--- src/rtl/mips_multicycle_processor.sv ---
// Multi-cycle MIPS core: one shared ALU sequenced by a five-state control FSM.
// Supports R-type add/sub/and/or/nor, addi, ori, lw, sw, beq, bne, j and memory-mapped I/O.
module mips_multicycle_processor #(
    parameter int                          MEMORY_DEPTH  = 32,
    parameter int                          DATA_DEPTH    = 64,
    parameter logic [MEMORY_DEPTH*32-1:0]  PROGRAM_IMAGE = '0,
    parameter logic [31:0]                 RESET_PC      = 32'h0040_0000,
    parameter logic [31:0]                 PORT_OUT_ADDR = 32'h1001_0024,
    parameter logic [31:0]                 PORT_IN_ADDR  = 32'h1001_0028
) (
    input  logic        clk,
    input  logic        reset,
    input  logic [7:0]  PortIn,
    output logic [31:0] ALUResultOut,
    output logic [31:0] PortOut,
    output logic        InstrDone
);

    localparam int ROM_AW = (MEMORY_DEPTH > 1) ? $clog2(MEMORY_DEPTH) : 1;
    localparam int RAM_AW = (DATA_DEPTH > 1) ? $clog2(DATA_DEPTH) : 1;

    localparam logic [5:0] OP_R    = 6'h00;
    localparam logic [5:0] OP_J    = 6'h02;
    localparam logic [5:0] OP_BEQ  = 6'h04;
    localparam logic [5:0] OP_BNE  = 6'h05;
    localparam logic [5:0] OP_ADDI = 6'h08;
    localparam logic [5:0] OP_ORI  = 6'h0D;
    localparam logic [5:0] OP_LW   = 6'h23;
    localparam logic [5:0] OP_SW   = 6'h2B;

    typedef enum logic [2:0] {
        S_FETCH, S_DECODE, S_EXECUTE, S_MEMORY, S_WRITEBACK
    } state_e;

    typedef enum logic [2:0] {
        ALU_ADD, ALU_SUB, ALU_AND, ALU_OR, ALU_NOR
    } alu_op_e;

    state_e      state_q, state_d;
    logic [31:0] pc_q, pc_d;
    logic [31:0] ir_q, ir_d;
    logic [31:0] a_q, a_d;
    logic [31:0] b_q, b_d;
    logic [31:0] aluout_q, aluout_d;
    logic [31:0] mdr_q, mdr_d;
    logic [31:0] port_q, port_d;
    logic [31:0] regs_q [32];
    logic [31:0] ram_q [DATA_DEPTH];

    logic [5:0]  op;
    logic [4:0]  rs, rt, rd;
    logic [5:0]  funct;
    logic [15:0] imm;
    logic [31:0] sext, zext;
    logic        is_r, is_j, is_beq, is_bne;
    logic        is_addi, is_ori, is_lw, is_sw, known;
    logic        unused_shamt;

    assign op    = ir_q[31:26];
    assign rs    = ir_q[25:21];
    assign rt    = ir_q[20:16];
    assign rd    = ir_q[15:11];
    assign funct = ir_q[5:0];
    assign imm   = ir_q[15:0];
    assign sext  = {{16{imm[15]}}, imm};
    assign zext  = {16'h0000, imm};
    assign unused_shamt = ^ir_q[10:6];

    assign is_r    = (op == OP_R);
    assign is_j    = (op == OP_J);
    assign is_beq  = (op == OP_BEQ);
    assign is_bne  = (op == OP_BNE);
    assign is_addi = (op == OP_ADDI);
    assign is_ori  = (op == OP_ORI);
    assign is_lw   = (op == OP_LW);
    assign is_sw   = (op == OP_SW);
    assign known   = is_r | is_j | is_beq | is_bne |
                     is_addi | is_ori | is_lw | is_sw;

    // Program ROM: PC offset from RESET_PC, word-indexed, wrapping at depth
    logic [31:0]       pc_off;
    logic [ROM_AW-1:0] rom_idx;
    logic [31:0]       rom_word;

    assign pc_off   = pc_q - RESET_PC;
    assign rom_idx  = ROM_AW'((pc_off >> 2) % MEMORY_DEPTH);
    assign rom_word = PROGRAM_IMAGE[{rom_idx, 5'b00000} +: 32];

    logic [RAM_AW-1:0] ram_idx;
    assign ram_idx = aluout_q[RAM_AW+1:2];

    // ALU control for R-type function codes
    alu_op_e r_op;
    always_comb begin
        r_op = ALU_ADD;
        unique case (funct)
            6'h22:   r_op = ALU_SUB;
            6'h24:   r_op = ALU_AND;
            6'h25:   r_op = ALU_OR;
            6'h27:   r_op = ALU_NOR;
            default: r_op = ALU_ADD;
        endcase
    end

    logic [31:0] alu_a, alu_b, alu_y;
    alu_op_e     alu_op;
    logic        alu_zero;

    always_comb begin
        alu_y = '0;
        unique case (alu_op)
            ALU_ADD: alu_y = alu_a + alu_b;
            ALU_SUB: alu_y = alu_a - alu_b;
            ALU_AND: alu_y = alu_a & alu_b;
            ALU_OR:  alu_y = alu_a | alu_b;
            ALU_NOR: alu_y = ~(alu_a | alu_b);
            default: alu_y = '0;
        endcase
    end
    assign alu_zero = (alu_y == 32'h0);

    logic        rf_we;
    logic [4:0]  rf_wa;
    logic [31:0] rf_wd;
    logic        ram_we;
    logic        done;

    always_comb begin
        state_d  = state_q;
        pc_d     = pc_q;
        ir_d     = ir_q;
        a_d      = a_q;
        b_d      = b_q;
        aluout_d = aluout_q;
        mdr_d    = mdr_q;
        port_d   = port_q;
        alu_a    = a_q;
        alu_b    = b_q;
        alu_op   = ALU_ADD;
        rf_we    = 1'b0;
        rf_wa    = '0;
        rf_wd    = '0;
        ram_we   = 1'b0;
        done     = 1'b0;
        unique case (state_q)
            S_FETCH: begin
                alu_a   = pc_q;
                alu_b   = 32'd4;
                ir_d    = rom_word;
                pc_d    = alu_y;
                state_d = S_DECODE;
            end
            S_DECODE: begin
                a_d      = regs_q[rs];
                b_d      = regs_q[rt];
                alu_a    = pc_q;
                alu_b    = {sext[29:0], 2'b00};
                aluout_d = alu_y;
                if (is_j) begin
                    pc_d    = {pc_q[31:28], ir_q[25:0], 2'b00};
                    done    = 1'b1;
                    state_d = S_FETCH;
                end else if (!known) begin
                    done    = 1'b1;
                    state_d = S_FETCH;
                end else begin
                    state_d = S_EXECUTE;
                end
            end
            S_EXECUTE: begin
                if (is_beq || is_bne) begin
                    alu_op = ALU_SUB;
                    if (is_beq == alu_zero) pc_d = aluout_q;
                    done    = 1'b1;
                    state_d = S_FETCH;
                end else begin
                    alu_b = is_r ? b_q : (is_ori ? zext : sext);
                    alu_op = is_r ? r_op : (is_ori ? ALU_OR : ALU_ADD);
                    aluout_d = alu_y;
                    state_d  = (is_lw || is_sw) ? S_MEMORY : S_WRITEBACK;
                end
            end
            S_MEMORY: begin
                if (is_sw) begin
                    if (aluout_q == PORT_OUT_ADDR) port_d = b_q;
                    else ram_we = 1'b1;
                    done    = 1'b1;
                    state_d = S_FETCH;
                end else begin
                    mdr_d = (aluout_q == PORT_IN_ADDR) ?
                            {24'h0, PortIn} : ram_q[ram_idx];
                    state_d = S_WRITEBACK;
                end
            end
            S_WRITEBACK: begin
                rf_we   = 1'b1;
                rf_wa   = is_r ? rd : rt;
                rf_wd   = is_lw ? mdr_q : aluout_q;
                done    = 1'b1;
                state_d = S_FETCH;
            end
            default: state_d = S_FETCH;
        endcase
    end

    always_ff @(posedge clk or posedge reset) begin
        if (reset) begin
            state_q  <= S_FETCH;
            pc_q     <= RESET_PC;
            ir_q     <= '0;
            a_q      <= '0;
            b_q      <= '0;
            aluout_q <= '0;
            mdr_q    <= '0;
            port_q   <= '0;
        end else begin
            state_q  <= state_d;
            pc_q     <= pc_d;
            ir_q     <= ir_d;
            a_q      <= a_d;
            b_q      <= b_d;
            aluout_q <= aluout_d;
            mdr_q    <= mdr_d;
            port_q   <= port_d;
        end
    end

    // $0 is never written, so it reads zero forever after reset
    always_ff @(posedge clk or posedge reset) begin
        if (reset) begin
            for (int i = 0; i < 32; i++) regs_q[i] <= '0;
        end else if (rf_we && rf_wa != 5'd0) begin
            regs_q[rf_wa] <= rf_wd;
        end
    end

    always_ff @(posedge clk) begin
        if (ram_we && !reset) ram_q[ram_idx] <= b_q;
    end

    assign ALUResultOut = aluout_q;
    assign PortOut      = port_q;
    assign InstrDone    = done;

endmodule
--- config.mk ---
export PLATFORM = sky130hd
export DESIGN_NAME = mips_multicycle_processor
export DESIGN_NICKNAME = d
export VERILOG_FILES = /design/src/rtl/mips_multicycle_processor.sv
export SDC_FILE = /design/constraint.sdc
export NUM_CORES = 1
export LEC_CHECK = 0
export CAP_MARGIN = 5
export CORE_MARGIN = 10
export CORE_UTILIZATION = 55
export CTS_BUF_LIST = sky130_fd_sc_hd__clkbuf_4 sky130_fd_sc_hd__clkbuf_8
export DETAILED_ROUTE_END_ITERATION = 10
export GPL_TIMING_DRIVEN = 1
export HOLD_SLACK_MARGIN = 0.02
export PLACE_DENSITY_LB_ADDON = 0.05
export SLEW_MARGIN = 20
export SYNTH_ARGS = -nofsm -noshare
export SYNTH_HDL_FRONTEND = slang
export SYNTH_SLANG_ARGS = --single-unit
--- constraint.sdc ---
create_clock -name clk -period 8.2 [get_ports clk]
set_input_delay 0.82 -clock clk [delete_from_list [all_inputs] [get_ports clk]]
set_output_delay 0.82 -clock clk [all_outputs]
set_load 0.01 [all_outputs]
==> results of run 1 <==
==> cell usage in the layout (no fill, tap or decap), types with 14 or more instances in the layout <==
master,count
o21ai_0,30
ha_1,33
nand2_1,96
a21oi_1,34
dfrtp_1,66
and2_1,31
conb_1,32
nor2_1,15
mux2_2,16
clkdlybuf4s50_1,34
xnor2_1,18
a21o_1,14
==> through the flow <==
step	worst slack (ns)	hold slack, ns
6_report	4.35	0.393
5_1_grt	4.11	0.404
4_1_cts	4.34	0.393
3_5_place_dp	4.41	0.374
3_3_place_gp	4.39	0.366
2_1_floorplan	4.34	0.430
==> registers in the layout, summed over array words and instances, names as in the netlist <==
register / flops
pc_q: 32
ALUResultOut: 32
state_q: 3
==> report_power, final <==
group          leakage (µW)  switching (µW)  internal (µW)
registers          0.000915               0            330
logic               0.00163            13.6          0.769
clock network     0.0000978             141            158
total               0.00264             155            488
==> layer usage <==
layer / up-vias / routed length [µm] / track usage (%)
met5: - / 0 / 0
met4: 0 / 140 / 5.75
met3: 13 / 446 / 3.75
met2: 57 / 5390 / 30.3
met1: 1732 / 4820 / 20.3
li1: 1865 / - / -
==> worst paths after layout <==
path	start	endpoint	slack, ns	cells past startpoint
worst min register to register	pc_q[0]$_DFFE_PP0P_	pc_q[0]$_DFFE_PP0P_	0.39	0
min in group asynchronous	reset	ALUResultOut[2]$_DFFE_PP0N_	1.03	3
worst min-delay path	pc_q[0]$_DFFE_PP0P_	pc_q[0]$_DFFE_PP0P_	0.39	0
worst max-delay path	state_q[1]$_DFF_PP0_	ALUResultOut[21]$_DFFE_PP0N_	4.35	11
max in group asynchronous	reset	pc_q[30]$_DFFE_PP0P_	6.59	3
worst max register to register	state_q[1]$_DFF_PP0_	ALUResultOut[21]$_DFFE_PP0N_	4.35	11
==> kinds of logic (layout without fill, tap and decap cells) <==
group	after synthesis	count (layout)	synth area share (%)
other	1	32	0.0792
multiplexers	16	16	3.81
adder cells (fa/ha/maj)	33	33	8.73
flip-flops	67	67	35.5
XOR/XNOR	26	26	4.81
AND/OR/NAND/NOR	195	195	20.1
buffers and inverters	68	65	8.17
AO/OA/AOI/OAI	134	134	18.9
==> cell type report <==
cell class	instances	area, µm²
Clock buffer	11	151
Clock inverter	5	61.3
Fill cell	738	3070
Inverter	11	41.3
Multi-Input combinational cell	436	2790
Sequential cell	67	1680
Tap cell	105	131
Timing Repair Buffer	38	370
==> impl_metrics.csv, run 1 <==
group,metric,value,unit
route,via_per_inst,5.45,
route,wire_per_inst,16.0,µm
yosys,ys_async_sr_fraction,100,%
critical_path,critPathTopFamily,"compound AO/OA/AOI/OAI gates",
placement,placed_cells,657,
placement,dp_hpwl,7760,µm
route,drt_iter0_markers,133,
finish,fin_cells,673,
finish,drive_gt1_share,10.0,%
route,drtPass1Iterations,4,
placement,port_buffers,34,
yosys,avgSynthCellArea,8.76,µm²
status,status,"completed",
cts,cts-htree-levels,3,
finish,final_util,63.0,%
critical_path,cp-start-kind,"register",
critical_path,cpMaxStageDelayCell,"o21ai_0",
yosys,synth.top_cells.by_count,"nand2_1 (96), dfrtp_1 (66), a21oi_1 (34)",
finish,n_antenna_cell,0,
timing,rsz0062_at_grt,"no",
critical_path,endpoint_kind,"register",
route,vias,3667,
yosys,synth_area,4730,µm²
timing,hold_violations,0,
cts,postCtsSetupBuffers,0,
min_path,hold_class,"register to register",
cts,cts.sinks,67,
yosys,yosysWarnings,0,
timing,fmax,0.260,GHz
yosys,yosysSeqAreaShare,35.5,%
yosys,yosysMostFrequentCell,"nand2_1",
grt,grt_usage,17.3,%
yosys,yosysUniqueCellTypes,60,
critical_path,critPathMaxStageDelay,0.55,ns
critical_path,required,8.43,ns
floorplanning,core.rowCount,33,
yosys,yosys.area.top_type,"dfrtp_1",
placement,gp_congestion,0.875,
finish,nets,606,
route,drc,0,
floorplanning,core_area,8300,µm²
cts,clockRootBuffer,"clkbuf_8",
timing,period_needed,3.85,ns
floorplanning,dieArea,12700,µm²
critical_path,path_cells,"or3_2 -> buf_4 -> inv_2 -> ha_1 -> o211ai_1 -> a21oi_1 -> o21ai_0 -> a21oi_2 -> a21boi_2 -> xnor2_1 -> mux2_2",
cts,cts-hold-fix-buffers,0,
finish,fin_area,5230,µm²
power_and_ir_drop,power_density,123,nW/µm²
yosys,ys_ff_latch,67,
grt,antenna_found_initial,0,
timing,final-setup-viol-count,0,
grt,grt_pass1_vias,3786,
yosys,synthCells,540,
yosys,synthTopCellsByArea,"dfrtp_1 (35%), ha_1 (8.7%), nand2_1 (7.6%)",
grt,grt_pass1_wl,18600,µm
yosys,synth.top_cell.area_share,34.9,%
grt,grt_max_degree,71,
cts,numCtsBuffers,9,
route,routed_wl,10800,µm
floorplanning,die-height,113,µm
power_and_ir_drop,ir_worst_vdd,0.0723,mV
timing,max_slew_margin,42.8,%
floorplanning,io_pins,75,
cts,ctsResizeCount,0,
cts,path_clk_slew,0.08,ns
timing,timing.setup.tns,0,ns
critical_path,path_buf_inv,2,
critical_path,path_class,"register to register",
cts,tritoncts,"built",
cts,clockBufferDepth,2,
timing,maxSlewViolCount,0,
timing,worst_pin_slew,0.857,ns
placement,dpl_cell_area,5010,µm²
route,detail-route-antenna-nets,0,
timing,fin_crit_sh,47.0,%
critical_path,crit_arrival,4.09,ns
power_and_ir_drop,total_power,644,µW
critical_path,cp_max_fo,70,
grt,gr-total-overflow,0,
timing,finClkSkew,0.0155,ns
cts,insertion_delay,0.36,ns
floorplanning,die_width,113,µm
floorplanning,initial_core_util,57.0,%
power_and_ir_drop,power.leakage,0.00264,µW
yosys,ys.flop_type,"dfrtp_1",
finish,syn2layout_area_growth,10.4,%
run,maxCapViolCount,0,
yosys,synth-edff-count,0,
(Power assumes the default switching activity.)
==> run 2, diff against run 1 <==
==> constraint.sdc (replaced) <==
create_clock -name clk -period 3.8 [get_ports clk]
set_input_delay 0.38 -clock clk [delete_from_list [all_inputs] [get_ports clk]]
set_output_delay 0.38 -clock clk [all_outputs]
set_load 0.01 [all_outputs]
==> impl_metrics.csv, run 2 (synthesized netlist as in run 1, its figures left out) <==
group,metric,value,unit
cts,tritoncts,"built",
finish,mostFrequentLayoutCells,"nand2_1 (96), dfrtp_1 (66), a21oi_1 (34), clkdlybuf4s50_1 (34), ha_1 (33)",
power_and_ir_drop,p_sw_share,26.9,%
critical_path,required,4.01,ns
timing,final-setup-viol-count,0,
power_and_ir_drop,combPwrFrac,2.4,%
floorplanning,core.rowCount,33,
power_and_ir_drop,power.leakage,0.00272,µW
finish,drive_gt1_share,12.6,%
floorplanning,die_width,113,µm
run,maxCapViolCount,0,
power_and_ir_drop,p_int,968,µW
cts,insertion_delay,0.35,ns
cts,path_clk_slew,0.09,ns
cts,cts.sinks,67,
cts,cts-hold-fix-buffers,0,
critical_path,path_class,"register to register",
timing,fmax,0.291,GHz
floorplanning,core_area,8300,µm²
timing,timing.setup.tns,0,ns
grt,gr-total-overflow,0,
critical_path,endpoint_kind,"register",
critical_path,r2r_cells,11,
route,routed_wl,10800,µm
critical_path,r2r_slack,0.36,ns
cts,clockBufferDepth,2,
grt,grt_pass1_vias,3685,
critical_path,rr_startpoint,"state_q[0]$_DFF_PP0_",
power_and_ir_drop,total_power,1320,µW
finish,fillerInstances,693,
placement,dp_hpwl,7980,µm
route,via_per_inst,5.39,
placement,post-place-ws,0.408,ns
timing,worst_pin_slew,0.854,ns
cts,clockRootBuffer,"clkbuf_8",
floorplanning,die-height,113,µm
finish,syn2layout_area_growth,12.9,%
grt,grt_usage,17.3,%
status,status,"completed",
finish,final_common_cell,"nand2_1",
critical_path,r2r_end,"pc_q[18]$_DFFE_PP0P_",
grt,grt_max_degree,71,
route,detail-route-antenna-nets,0,
placement,port_buffers,34,
finish,n_antenna_cell,0,
grt,antenna_found_initial,0,
placement,gp_congestion,0.872,
floorplanning,io_pins,75,
power_and_ir_drop,switchingPower,356,µW
timing,max_slew_margin,43.0,%
grt,grt_pass1_wl,18500,µm
timing,period_needed,3.44,ns
route,drc,0,
critical_path,crit_arrival,3.65,ns
critical_path,critPathCapture,"pc_q[18]$_DFFE_PP0P_",
timing,hold_violations,0,
power_and_ir_drop,power_frac_clock,43.8,%
critical_path,cp-start-kind,"register",
timing,fin_ws,0.365,ns
power_and_ir_drop,ir_worst_vdd,0.143,mV
cts,numCtsBuffers,9,
route,vias,3725,
power_and_ir_drop,power_density,248,nW/µm²
cts,ctsResizeCount,0,
timing,fin_crit_sh,90.4,%
min_path,hold_class,"register to register",
timing,rsz0062_at_grt,"no",
timing,maxSlewViolCount,0,
power_and_ir_drop,seq_power_share,53.8,%
floorplanning,dieArea,12700,µm²
route,wire_per_inst,15.6,µm
cts,postCtsSetupBuffers,0,
finish,final_util,64.4,%
critical_path,setup.worst_path.start,"state_q[0]$_DFF_PP0_",
route,drt_iter0_markers,201,
timing,finClkSkew,0.0111,ns
critical_path,cp_max_fo,70,
min_path,min-delay-start,"pc_q[0]$_DFFE_PP0P_",
route,drtPass1Iterations,4,
cts,cts-htree-levels,3,
floorplanning,initial_core_util,57.0,%
finish,nets,624,
run 2: cell types whose count changed in the layout (fill, tap and decap cells not counted):
cell and delta:
inv_8 +2, bufinv_16 -1, clkbuf_8 -2, clkinv_2 +1, clkinvlp_4 -2, inv_6 +3
inv_2 -1, buf_4 +17, buf_12 +1, nor2_4 -1, nor2_1 +1
run 2: worst min-delay path by stage:
stage / endpoint / slack (ns) / depth (start not counted)
global placement: pc_q[0]$_DFFE_PP0P_ / 0.37 / 0
floorplan: pc_q[0]$_DFFE_PP0P_ / 0.43 / 1
finish: pc_q[0]$_DFFE_PP0P_ / 0.39 / 0
detailed placement: pc_q[1]$_DFFE_PP0P_ / 0.37 / 0
CTS: pc_q[0]$_DFFE_PP0P_ / 0.39 / 0
global route: pc_q[0]$_DFFE_PP0P_ / 0.41 / 0
run 2: power groups by stage:
stage	combinational, µW	sequential (µW)	clock, µW
floorplan	48.5	727	0
global placement	30.1	726	0
detailed placement	30.6	726	0
CTS	30.5	712	604
finish	31.1	712	580
global route	36.4	712	630
run 2: critical path, stage by stage, from the launching register on:
cell and delay [ns]:
dfrtp_1 0.44, or3_2 0.52, buf_12 0.22, ha_1 0.28, or3_1 0.36, o22a_1 0.23, buf_4 0.15, a31oi_1 0.26
o21ba_2 0.22, nor3b_1 0.07, nor4_1 0.41, o31ai_1 0.12
run 2: through the flow:
step                      hold slack, ns  std cells  area, µm²
after floorplan                    0.430        571       4860
after global placement             0.366        675       5150
after detailed placement           0.369        675       5150
after CTS                          0.388        691       5340
after global routing               0.409        691       5340
final                              0.385        691       5340
run 2: layer usage:
| layer | global-route usage, % | vias to the layer above | wire [µm] |
|---|---|---|---|
| met5 | 0 | - | 0 |
| met4 | 4.57 | 0 | 114 |
| met3 | 4.23 | 11 | 462 |
| met2 | 30.3 | 63 | 5450 |
| met1 | 20.6 | 1743 | 4730 |
| li1 | - | 1908 | - |
run 2: cell type report:
cell class / instances / area (µm²) / area share (%)
clock inverters: 7 / 65.1 / 1.22
well taps: 105 / 131 / 2.46
repair buffers: 56 / 518 / 9.69
inverters: 11 / 42.5 / 0.796
multi-input cells: 436 / 2790 / 52.1
flip-flops and latches: 67 / 1680 / 31.4
clock buffers: 9 / 124 / 2.32
==> variant 1: new RTL, config.mk and constraints of run 2 <==
Make the reset (`reset`) synchronous in 2 clocked blocks.
--- a/src/rtl/mips_multicycle_processor.sv
+++ b/src/rtl/mips_multicycle_processor.sv
@@ -203,7 +203,7 @@
         endcase
     end
 
-    always_ff @(posedge clk or posedge reset) begin
+    always_ff @(posedge clk) begin
         if (reset) begin
             state_q  <= S_FETCH;
             pc_q     <= RESET_PC;
@@ -226,7 +226,7 @@
     end
 
     // $0 is never written, so it reads zero forever after reset
-    always_ff @(posedge clk or posedge reset) begin
+    always_ff @(posedge clk) begin
         if (reset) begin
             for (int i = 0; i < 32; i++) regs_q[i] <= '0;
         end else if (rf_we && rf_wa != 5'd0) begin
Check against the original RTL: not settled (the Yosys comparison gave no result); the edit may change what the design does.
==> variant 1 against run 2 <==
  * Sequential cell count unchanged
  * Via count up 9.4%
  * Routed wire length up 5.5%
  * Synthesized area down 3.1%
  * Worst setup slack worse by 0.099 ns
  * Design area down 2.8%
  * Fmax down 2.8%
  * Hold slack better by 0.066 ns
  * Cell count up 7.1%
  * Largest cell class unchanged
  * Highest routed layer unchanged
Power is not compared: it rests on default switching activity, and its combinational part moved more than twofold at a synthesized area within 25%.
==> variant 1: results (changes against run 2) <==
* Crit-path max FO at 40 (was 70)
* Crit path arrival time at 3.83 ns (was 3.65 ns)
* # Post-CTS Setup Buffers at 0 (unchanged)
* Synth Warn # at 0 (unchanged)
* Main synth FF type: dfxtp_1 (was dfrtp_1)
* FFs w/ async S/R, synth at 0% (was 100%)
* Hpwl dp at 8270 µm (was 7980 µm)
* Wire per inst at 15.3 µm (was 15.6 µm)
* Vias in the first global route at 3978 (was 3685)
* Clk_skew at 0.0106 ns (was 0.0111 ns)
* Number of fill cells at 788 (was 693)
* Post-synth top cells: nand2_1, a21oi_1, dfxtp_1 (was nand2_1, dfrtp_1, a21oi_1)
* Run status: finished clean (unchanged)
* CTS root buf: clkbuf_8 (unchanged)
* GRT Overall Usage at 18.3% (was 17.3%)
* Sequential share of the synthesized area at 29.2% (was 35.5%)
* Iter 0 DRT Violations at 176 (was 201)
* Max incr delay on CP at 0.51 ns
* Met1 GRT Util at 20.7% (was 20.6%)
* 1st-pass router iterations at 5 (was 4)
* GPL Wtd Cong at 0.924 (was 0.872)
* Met2 WL at 5760 µm (was 5450 µm)
* Delay-heaviest family, CP: compound AO/OA/AOI/OAI gates (was simple AND/OR/NAND/NOR gates)
* Netlist cell types at 65 (was 60)
* Crit-path slowest cell: or3_2 (unchanged)
* Drt total wl at 11300 µm (was 10800 µm)
* Placed Cells incl. Taps at 724 (was 675)
* M3 GR Usage at 4.22% (was 4.23%)
* Post-Syn Area per Cell at 7.72 µm² (was 8.76 µm²)
* Placed inst area at 5000 µm² (was 5150 µm²)
* Largest net degree at the start of global routing at 58 (was 71)
* Routed via count at 4076 (was 3725)
* Fin nets at 673 (was 624)
* Share of cells above drive strength 1 at 9.29% (was 12.6%)
* Final hold vios at 0 (unchanged)
* Worst Hold Class: flop to flop (unchanged)
* I/O Buffers at 34 (unchanged)
* Setup WS pre-CTS at 0.346 ns (was 0.408 ns)
* WL met1 at 4870 µm (was 4730 µm)
* First-pass GRT wire length at 19400 µm (was 18500 µm)
* Headroom to the max-slew limit at 28.4% (was 43.0%)
* Synth area leaders: dfxtp_1, ha_1, nand2_1, a21oi_1, buf_4 (was dfrtp_1, ha_1, nand2_1, buf_4, and2_1)
* Met2 Use GR at 32.3% (was 30.3%)
* TritonCTS buffer count at 9 (unchanged)
* Met3 routed WL at 472 µm (was 462 µm)
[variant 1: cell types whose count changed after synthesis, moves of 10 or more]
cell / before / now
nor2_1: 16 / 31
nand3_1: 6 / 16
a21oi_1: 34 / 67
o21ai_0: 30 / 16
mux2_2: 16 / 1
clkbuf_1: 16 / 26
dfrtp_1: 66 / 0
dfxtp_1: 0 / 67
[variant 1: power breakdown]
part / internal (mW) / leakage, nW / total (mW) / switching, mW
logic: 0.808 / 1.61 / 1.90 / 1.09
registers: 0.884 / 0.551 / 0.964 / 0.0799
clock network: 0.306 / 0.100 / 0.611 / 0.305
total: 2.00 / 2.26 / 3.48 / 1.48
[variant 1: cell families (layout without fill, tap and decap cells)]
kind of cell / count (synthesis) / count (layout) / synth area share (%)
XOR/XNOR: 22 / 22 / 4.20
multiplexers: 2 / 2 / 0.464
buffers and inverters: 75 / 85 / 8.98
flip-flops: 67 / 67 / 29.2
AO/OA/AOI/OAI: 164 / 164 / 23.6
adder cells (fa/ha/maj): 33 / 33 / 9.00
AND/OR/NAND/NOR: 230 / 230 / 24.4
other: 1 / 32 / 0.0818
[variant 1: path summary, 6_finish.rpt]
path | cells after the start | end | slack [ns] | from
worst min-delay path | 2 | pc_q[23] | 0.45 | pc_q[23]
worst min register to register | 2 | pc_q[23] | 0.45 | pc_q[23]
worst max register to register | 12 | ALUResultOut[28] | 0.27 | state_q[0]
worst max-delay path | 12 | ALUResultOut[28] | 0.27 | state_q[0]
[variant 1: cell type report]
class / count / area [µm²] / area share, %
Inverter: 11 / 41.3 / 0.795
Clock buffer: 9 / 124 / 2.38
Tap cell: 105 / 131 / 2.53
Clock inverter: 7 / 73.8 / 1.42
Sequential cell: 67 / 1340 / 25.8
Multi-Input combinational cell: 483 / 2950 / 56.9
Timing Repair Buffer: 58 / 528 / 10.2
==> variant 2: new RTL, settings of run 2 <==
Made on the original files. `MEMORY_DEPTH`: 32 -> 64.
--- a/src/rtl/mips_multicycle_processor.sv
+++ b/src/rtl/mips_multicycle_processor.sv
@@ -1,7 +1,7 @@
 // Multi-cycle MIPS core: one shared ALU sequenced by a five-state control FSM.
 // Supports R-type add/sub/and/or/nor, addi, ori, lw, sw, beq, bne, j and memory-mapped I/O.
 module mips_multicycle_processor #(
-    parameter int                          MEMORY_DEPTH  = 32,
+    parameter int                          MEMORY_DEPTH  = 64,
     parameter int                          DATA_DEPTH    = 64,
     parameter logic [MEMORY_DEPTH*32-1:0]  PROGRAM_IMAGE = '0,
     parameter logic [31:0]                 RESET_PC      = 32'h0040_0000,
Function: not settled (the Yosys comparison gave no result); the edit may change what the design does.
==> variant 2 against run 2 <==
  * Critical path depth grew 1
  * Non-clock buffer count is 4 lower
  * Largest cell class unchanged
  * Synthesized area is 7.5% higher
  * Design area increased by 4.3%
  * Sequential cell count is the same
  * Worst setup slack worse by 0.019 ns
  * Sequential share of layout area shrank 1.3 points
  * Sequential power is essentially flat
  * Via count is 17% higher
  * First-iteration DRC count increased by 33%
  * Total power grew 4.9%
  * Hold slack worse by 0.0021 ns
  * Critical path type unchanged
  * Clock skew decreased by 0.0036 ns
  * Routed wire length up 19%
==> variant 2: results (changes against run 2) <==
* Peak VDD IR at 0.000180 V (was 0.000143 V)
* GPL Wtd Cong at 0.889 (was 0.872)
* Post-synthesis mux area share at 1.97% (was 3.81%)
* Routed via count at 4356 (was 3725)
* Placed inst area at 5360 µm² (was 5150 µm²)
* Fin nets at 654 (was 624)
* Psw at 0.332 mW (was 0.356 mW)
* Vias in the first global route at 4079 (was 3685)
* Crit-path slowest cell: dfrtp_1 (was or3_2)
* Crit path arrival time at 3.68 ns (was 3.65 ns)
* Sequential share of the synthesized area at 33.0% (was 35.5%)
* Largest net degree at the start of global routing at 47 (was 71)
* Synth area leaders: dfrtp_1, xor2_1, nand2_1, buf_4, ha_1 (was dfrtp_1, ha_1, nand2_1, buf_4, and2_1)
* Post-synth top cells: nand2_1, dfrtp_1, nor2_1 (was nand2_1, dfrtp_1, a21oi_1)
* Delay-heaviest family, CP: compound AO/OA/AOI/OAI gates (was simple AND/OR/NAND/NOR gates)
* Crit-path max FO at 19 (was 70)
* Netlist cell types at 75 (was 60)
* First-pass GRT wire length at 20900 µm (was 18500 µm)
* Hpwl dp at 9130 µm (was 7980 µm)
* Wire per inst at 17.2 µm (was 15.6 µm)
* Synth Area in Compound Gates at 22.1% (was 18.9%)
* 1st-pass router iterations at 5 (was 4)
* LEAKAGE at 2.85 nW (was 2.72 nW)
* Met1 GRT Util at 26.1% (was 20.6%)
* Setup WS pre-CTS at 0.409 ns (was 0.408 ns)
* Run status: finished clean (unchanged)
* Xor and xnor area share after synthesis at 8.78% (was 4.81%)
variant 2: cell types whose count changed in the layout (fill, tap and decap cells not counted), moves of 8 or more:
cell     before  now
o21a_1       11    3
o22ai_1       3   18
or3_1         1   13
ha_1         33   16
mux2_2       16    8
nand2_1      96   72
xor2_1        8   32
nand3_1       6   16
and2_1       31   19
nor2_1       16   48
variant 2: final cells by class:
class,instances,share of cell area (%)
inverter,17,1.15
timing repair buffer,52,8.53
clock buffer,11,2.72
tap,111,2.49
sequential,67,30.1
multi-input combinational,481,53.9
clock inverter,5,1.08
variant 2: per-layer routing:
layer  share of wire [%]  wire length [µm]  up-vias
li1                    -                 -     2122
met1                  47              6010     2098
met2                  46              5830      123
met3                 6.1               784       13
met4                 1.3               163        0
met5                   0                 0        -
variant 2: final timing paths:
check	start	end	slack, ns	cells past startpoint
min in group asynchronous	reset	ALUResultOut[29]	0.52	2
min reg2reg	pc_q[1]	pc_q[1]	0.38	0
max	state_q[2]	pc_q[28]	0.35	12
min	pc_q[1]	pc_q[1]	0.38	0
max in group asynchronous	reset	pc_q[9]	2.50	3
max reg2reg	state_q[2]	pc_q[28]	0.35	12
variant 2: power by group through the flow:
stage	combinational (mW)	clock [mW]	sequential [mW]
2_1_floorplan	0.0485	0	0.727
3_3_place_gp	0.0310	0	0.726
3_5_place_dp	0.0315	0	0.726
4_1_cts	0.0314	0.653	0.712
5_1_grt	0.0371	0.687	0.712
6_report	0.0320	0.644	0.712
variant 2: logic make-up (layout without fill, tap and decap cells):
family	after synthesis	count (layout)
and+or+nand+nor	208	208
AOI/OAI and AO/OA	165	165
buffers and inverters	96	85
DFF	67	67
xor gates and xnor gates	51	51
adders and majority gates	16	16
muxes	9	9
other	1	32
